`src/rtl/mmh_hash_scheduler_if.sv`:
```
`default_nettype none
// ============================================================================
//  Module      : mmh_hash_scheduler_if
//  Description : Handshake and operand bundle between the MMH hash scheduler,
//                its key source, the shared modular multiplier and the
//                hash-output sink.
//  Revision    : 1.0  initial release
// ============================================================================
interface mmh_hash_scheduler_if #(
  parameter int DATA_WIDTH = 64
);
  logic                  start;
  logic                  busy;
  logic                  in_valid;
  logic                  in_ready;
  logic [DATA_WIDTH-1:0] in_x;
  logic [DATA_WIDTH-1:0] in_k;
  logic [DATA_WIDTH-1:0] mul_x;
  logic [DATA_WIDTH-1:0] mul_y;
  logic [DATA_WIDTH-1:0] mul_res;
  logic                  out_valid;
  logic                  out_ready;
  logic [DATA_WIDTH-1:0] out_hash;

  // Environment side: key source, multiplier result and hash sink
  modport master (
    output start, in_valid, in_x, in_k, mul_res, out_ready,
    input  busy, in_ready, mul_x, mul_y, out_valid, out_hash
  );

  // Scheduler side
  modport slave (
    input  start, in_valid, in_x, in_k, mul_res, out_ready,
    output busy, in_ready, mul_x, mul_y, out_valid, out_hash
  );
endinterface
`default_nettype wire

```
`src/rtl/mmh_hash_scheduler.sv`:
```
`default_nettype none
// ============================================================================
//  Module      : mmh_hash_scheduler
//  Description : Sequences one MMH dot-product block: accepts BLOCK_LEN
//                (x, k) pairs, issues them to a free-running pipelined
//                modular multiplier, tracks in-flight products with a token
//                shift register and accumulates returned products mod P.
//  Revision    : 1.0  initial release
// ============================================================================
module mmh_hash_scheduler #(
  parameter int                    DATA_WIDTH = 64,
  parameter int                    BLOCK_LEN  = 16,
  parameter int                    MUL_LAT    = 6,
  parameter logic [DATA_WIDTH-1:0] MODULUS    = 64'hFFFFFFFF00000001
) (
  input wire logic             clk,
  input wire logic             rst,
  mmh_hash_scheduler_if.slave  bus
);

  localparam int CNT_W = (BLOCK_LEN < 2) ? 1 : $clog2(BLOCK_LEN + 1);
  localparam int TOK_W = MUL_LAT + 1;

  localparam logic [CNT_W-1:0] C_LAST_CNT  = CNT_W'(BLOCK_LEN - 1);
  // Every token stage except the tail (stage MUL_LAT)
  localparam logic [TOK_W-1:0] C_REST_MASK = TOK_W'((64'd1 << MUL_LAT) - 64'd1);

  localparam logic [1:0] ST_IDLE   = 2'd0;
  localparam logic [1:0] ST_ISSUE  = 2'd1;
  localparam logic [1:0] ST_DRAIN  = 2'd2;
  localparam logic [1:0] ST_OUTPUT = 2'd3;

  logic [1:0]            state_q, state_d;
  logic [CNT_W-1:0]      issue_cnt_q, issue_cnt_d;
  logic [TOK_W-1:0]      tok_q, tok_d;
  logic [DATA_WIDTH-1:0] acc_q, acc_d;
  logic [DATA_WIDTH-1:0] mul_x_q, mul_x_d;
  logic [DATA_WIDTH-1:0] mul_y_q, mul_y_d;

  logic                  w_busy;
  logic                  w_in_ready;
  logic                  w_out_valid;
  logic                  w_accept;
  logic                  w_start_go;
  logic                  w_last_accept;
  logic                  w_tail_tok;
  logic                  w_last_retire;
  logic [DATA_WIDTH:0]   w_sum;

  // Shared event decode used by both the FSM and the datapath
  always_comb begin
    w_accept      = bus.in_valid && (state_q == ST_ISSUE);
    w_start_go    = bus.start && (state_q == ST_IDLE);
    w_last_accept = w_accept && (issue_cnt_q == C_LAST_CNT);
    w_tail_tok    = tok_q[MUL_LAT];
    // In DRAIN no new tokens enter, so the tail is the last one when the
    // rest of the pipeline is already empty.
    w_last_retire = w_tail_tok && ((tok_q & C_REST_MASK) == '0);
  end

  // FSM state register
  always_ff @(posedge clk or negedge rst) begin
    if (!rst) begin
      state_q <= ST_IDLE;
    end else begin
      state_q <= state_d;
    end
  end

  // FSM next-state logic
  always_comb begin
    state_d = state_q;
    case (state_q)
      ST_IDLE:   if (w_start_go)                       state_d = ST_ISSUE;
      ST_ISSUE:  if (w_last_accept)                    state_d = ST_DRAIN;
      ST_DRAIN:  if (w_last_retire)                    state_d = ST_OUTPUT;
      ST_OUTPUT: if (bus.out_ready)                    state_d = ST_IDLE;
      default:                                         state_d = ST_IDLE;
    endcase
  end

  // FSM outputs are pure functions of the current state
  always_comb begin
    w_busy      = (state_q != ST_IDLE);
    w_in_ready  = (state_q == ST_ISSUE);
    w_out_valid = (state_q == ST_OUTPUT);
  end

  // Datapath next values: operand capture, token shift, count, accumulate
  always_comb begin
    mul_x_d     = w_accept ? bus.in_x : mul_x_q;
    mul_y_d     = w_accept ? bus.in_k : mul_y_q;
    // Stage 0 receives a token on acceptance and a bubble otherwise
    tok_d       = (tok_q << 1) | TOK_W'(w_accept);

    issue_cnt_d = issue_cnt_q;
    if (w_start_go) begin
      issue_cnt_d = '0;
    end else if (w_accept) begin
      issue_cnt_d = issue_cnt_q + CNT_W'(1);
    end

    // acc and mul_res are both < P, so one conditional subtract suffices
    w_sum = {1'b0, acc_q} + {1'b0, bus.mul_res};
    acc_d = acc_q;
    if (w_start_go) begin
      acc_d = '0;
    end else if (w_tail_tok) begin
      if (w_sum >= {1'b0, MODULUS}) begin
        acc_d = DATA_WIDTH'(w_sum - {1'b0, MODULUS});
      end else begin
        acc_d = w_sum[DATA_WIDTH-1:0];
      end
    end
  end

  // Datapath registers; reset discards any products still in flight
  always_ff @(posedge clk or negedge rst) begin
    if (!rst) begin
      mul_x_q     <= '0;
      mul_y_q     <= '0;
      tok_q       <= '0;
      issue_cnt_q <= '0;
      acc_q       <= '0;
    end else begin
      mul_x_q     <= mul_x_d;
      mul_y_q     <= mul_y_d;
      tok_q       <= tok_d;
      issue_cnt_q <= issue_cnt_d;
      acc_q       <= acc_d;
    end
  end

  assign bus.busy      = w_busy;
  assign bus.in_ready  = w_in_ready;
  assign bus.out_valid = w_out_valid;
  assign bus.mul_x     = mul_x_q;
  assign bus.mul_y     = mul_y_q;
  assign bus.out_hash  = acc_q;

endmodule
`default_nettype wire
```
`src/flat_wrapper.sv`:
```
// flat-port wrapper written by rule: the top's interface ports become plain ports
module mmh_hash_scheduler_flat 
#(
  parameter int                    DATA_WIDTH = 64,
  parameter int                    BLOCK_LEN  = 16,
  parameter int                    MUL_LAT    = 6,
  parameter logic [DATA_WIDTH-1:0] MODULUS    = 64'hFFFFFFFF00000001
)
  (clk, rst, bus_start, bus_in_valid, bus_in_x, bus_in_k, bus_mul_res, bus_out_ready, bus_busy, bus_in_ready, bus_mul_x, bus_mul_y, bus_out_valid, bus_out_hash);
  mmh_hash_scheduler_if #(.DATA_WIDTH(DATA_WIDTH)) bus_i ();
  input wire logic clk;
  input wire logic rst;
  input wire logic [$bits(bus_i.start)-1:0] bus_start;
  input wire logic [$bits(bus_i.in_valid)-1:0] bus_in_valid;
  input wire logic [$bits(bus_i.in_x)-1:0] bus_in_x;
  input wire logic [$bits(bus_i.in_k)-1:0] bus_in_k;
  input wire logic [$bits(bus_i.mul_res)-1:0] bus_mul_res;
  input wire logic [$bits(bus_i.out_ready)-1:0] bus_out_ready;
  output wire logic [$bits(bus_i.busy)-1:0] bus_busy;
  output wire logic [$bits(bus_i.in_ready)-1:0] bus_in_ready;
  output wire logic [$bits(bus_i.mul_x)-1:0] bus_mul_x;
  output wire logic [$bits(bus_i.mul_y)-1:0] bus_mul_y;
  output wire logic [$bits(bus_i.out_valid)-1:0] bus_out_valid;
  output wire logic [$bits(bus_i.out_hash)-1:0] bus_out_hash;
  assign bus_i.start = bus_start;
  assign bus_i.in_valid = bus_in_valid;
  assign bus_i.in_x = bus_in_x;
  assign bus_i.in_k = bus_in_k;
  assign bus_i.mul_res = bus_mul_res;
  assign bus_i.out_ready = bus_out_ready;
  assign bus_busy = bus_i.busy;
  assign bus_in_ready = bus_i.in_ready;
  assign bus_mul_x = bus_i.mul_x;
  assign bus_mul_y = bus_i.mul_y;
  assign bus_out_valid = bus_i.out_valid;
  assign bus_out_hash = bus_i.out_hash;
  mmh_hash_scheduler #(.DATA_WIDTH(DATA_WIDTH), .BLOCK_LEN(BLOCK_LEN), .MUL_LAT(MUL_LAT), .MODULUS(MODULUS)) u_core (.clk(clk), .rst(rst), .bus(bus_i));
endmodule
```
`config.mk`:
```
export PLATFORM = sky130hd
export DESIGN_NAME = mmh_hash_scheduler_flat
export DESIGN_NICKNAME = d
export VERILOG_FILES = /design/src/rtl/mmh_hash_scheduler_if.sv /design/src/rtl/mmh_hash_scheduler.sv /design/src/flat_wrapper.sv
export SDC_FILE = /design/constraint.sdc
export NUM_CORES = 1
export LEC_CHECK = 0
export ABC_AREA = 1
export CAP_MARGIN = 10
export CORE_MARGIN = 1.5
export CORE_UTILIZATION = 56
export DETAILED_ROUTE_END_ITERATION = 6
export PLACE_DENSITY = 0.84
export SLEW_MARGIN = 20
export SYNTH_ARGS = -nofsm -noshare
export SYNTH_HDL_FRONTEND = slang
export SYNTH_SLANG_ARGS = --single-unit
```
`constraint.sdc`:
```
create_clock -name clk -period 8.03 [get_ports clk]
set_clock_uncertainty 0.05 [all_clocks]
set_input_delay 0.803 -clock clk [delete_from_list [all_inputs] [get_ports clk]]
set_output_delay 0.803 -clock clk [all_outputs]
set_load 0.03 [all_outputs]
```
==> metrics.yaml <==
outcome: "finished, violations left"
violations: "design-rule violations"
vias: 20400
power_frac_comb: 0.654
worst_pin_slew_ns: 1.21
critical_path_class: "input pin to flip-flop"
sw_frac_of_total: 0.539
ctsRootBufferMaster: "clkbuf_16"
grt_pass1_wl_mm: 105
max-vdd-ir-drop_mv: 0.259
dieArea_sq_um: 31300
cts.clk_slew.worst_paths_ns: 0.06
p_clk_frac: 0.139
ys_ff_latch: 206
rows: 63
grt_pass1_vias: 19700
synth-seq-area-share: 0.304
syn2layout_area_growth_pct: 29.7
cp.required_ns: 8.43
synthMuxAreaShare: 0
die_y_um: 177
synth_compound_area_frac: 0.0234
antenna_found_initial: 3
setup_viol: 0
powerDensity_nw_per_um2: 400
rrSetupSlack_ns: 3.25
regArea_sq_um: 5150
switchingPower_w: 0.00474
grtUsageMet1: 0.487
cts_tree: "built"
cp_max_fo: 128
hold_viol: 0
layout-drive-gt1-share: 0.0411
most-common-layout-cells: "nand2_1, inv_1, clkdlybuf4s50_1"
dp.cells: 3654
ys_types: 37
clock.fmax_ghz: 0.196
syn_nets: 3191
finalMaxSlewViolations: 0
layout_worst_path_cycle_share: 0.636
grt-busiest-layer: "met2"
grtUsageTotal: 0.432
cts_buffers: 24
stdcell_area_sq_um: 22000
yosysTopAreaCell: "nand2_1"
rsz0062_at_grt: "false"
io_buffer_count: 391
instances_no_fill: 3700
post-dp-hpwl_mm: 52.8
hp-class: "input pin to async pin"
drtIter0Drc: 2126
timing.final.crit_period_ns: 5.11
synth.yosys.warnings: 0
netlist_instances: 2920
grt_max_degree: 129
place_area_sq_um: 21100
multi_input_area_sq_um: 9670
p_leak_nw: 12.4
cts_resized: 0
num_io_pins: 392
ctsHtreeMaxLevel: 1
fin_util: 0.740
final_common_cell: "nand2_1"
drc: 1
slew_headroom: 0.189
pwr-share-seq: 0.207
gp_congestion: 1.10
die_width_um: 177
synthXorXnorAreaFrac: 0.000517
synthAdderAreaFrac: 0.0551
arrival_ns: 5.50
overflow: 0
drt-pass1-iter-count: 7
wl_per_cell_um: 18.5
synthTopCellsByArea: "nand2_1, dfrtp_1, inv_1"
syn_area_sq_um: 16900
start_util: 0.570
synth_top_area_share: 0.322
cts.sinks: 206
worstSkewPairLatency_ns: 0.56
start_kind: "input pin"
avgSynthCellArea_sq_um: 5.80
maxCapViolations: 0
clk_path_buf_depth: 3
synth_top_family_by_area: "simple AND/OR/NAND/NOR gates"
finalWirelength_mm: 68.5
use_met3: 0.109
fillers: 2440
finalNetCount: 3561
synthSimpleGateAreaFrac: 0.490
p_int_w: 0.00405
vias_per_cell: 5.51
ant_nets: 0
end_kind: "flip-flop"
tns_ns: 0
ctsHoldBuffers: 0
post_cts_buffers: 0
grt.met2_usage: 0.716
core_sq_um: 29700
## power by group through the flow
stage / clock, W / sequential, W / combinational, W
CTS: 0.00122 / 0.00181 / 0.00562
global placement: 0 / 0.00178 / 0.00541
global route: 0.00127 / 0.00186 / 0.00618
detailed placement: 0 / 0.00180 / 0.00556
finish: 0.00122 / 0.00182 / 0.00575
floorplan: 0 / 0.00255 / 0.00280
## final cells by class
cell class	count	share of cell area
inverters	480	0.0821
clock inverters	14	0.00922
well taps	390	0.0222
repair buffers	398	0.181
multi-input cells	2180	0.440
clock buffers	29	0.0305
flip-flops and latches	206	0.235
diodes	3	0.000342
## per-layer routing
| layer | routed length (um) | share of wire |
|---|---|---|
| met4 | 5540 | 0.081 |
| met3 | 7430 | 0.11 |
| met1 | 24100 | 0.35 |
| met5 | 0 | 0 |
| met2 | 31400 | 0.46 |
## path summary, 6_finish.rpt
path	from	cells after the start	endpoint
worst max-delay path	bus_mul_res[0]	23	u_core.bus.out_hash[18]
worst min-delay path	rst	1	u_core.bus.out_hash[20]
worst max register to register	u_core.bus.out_hash[23]	22	u_core.bus.out_hash[18]
worst min register to register	u_core.tok_q[1]	0	u_core.tok_q[2]
max in group asynchronous	rst	3	u_core.bus.mul_y[60]
min in group clk	u_core.tok_q[1]	0	u_core.tok_q[2]
## flip-flops by register name, indices dropped and copies added, names as in the netlist
name / flops
u_core.bus.out_hash: 64
u_core.state_q: 2
u_core.bus.mul_x: 64
u_core.issue_cnt_q: 5
u_core.bus.mul_y: 64
u_core.tok_q: 7
## cells by family after synthesis
family | Yosys count
adder cells (fa/ha/maj) | 74
flip-flops | 206
buffers and inverters | 534
AND/OR/NAND/NOR | 2031
AO/OA/AOI/OAI | 74
XOR/XNOR | 1
## through the flow
step	setup slack [ns]	total power, W	hold WS (ns)
final	2.92	0.00878	0.236
after global routing	2.71	0.00930	0.290
after CTS	2.88	0.00864	0.258
after detailed placement	2.34	0.00736	0.321
after global placement	2.58	0.00719	0.312
after floorplan	4.46	0.00535	0.304
## synthesized netlist by cell type (all sizes together)
master	n
nand2	1484
inv	476
nand3	255
nor2	218
dfrtp	206
ha	73
a21oi	52
clkbuf	32
nor3	27
nand4	26
buf	19
o21ai	12
and2	8
o21bai	6
nor4	5
clkinv	4
nand3b	4
dlygate4sd1	3
and3	2
nor3b	2
a21o	1
a221oi	1
fa	1
o221ai	1
o22ai	1
xnor2	1
## critical path: stages
cell             delay [ns]
clkdlybuf4s50_1        0.50
ha_1                   0.23
inv_1                  0.07
fa_1                   0.40
inv_1                  0.14
nand3_1                0.11
nand3_1                0.12
nand2_1                0.11
nand3_2                0.12
nand2_1                0.11
nand3_1                0.10
nand2_1                0.08
nor2_1                 0.26
nand2_1                0.19
nor2_1                 0.30
nand3_1                0.25
nor2_1                 0.20
nand2_1                0.12
nand3_4                0.09
buf_6                  0.69
nand3_1                0.18
nand3_1                0.16
nand2_1                0.07
(Power assumes the default switching activity.)
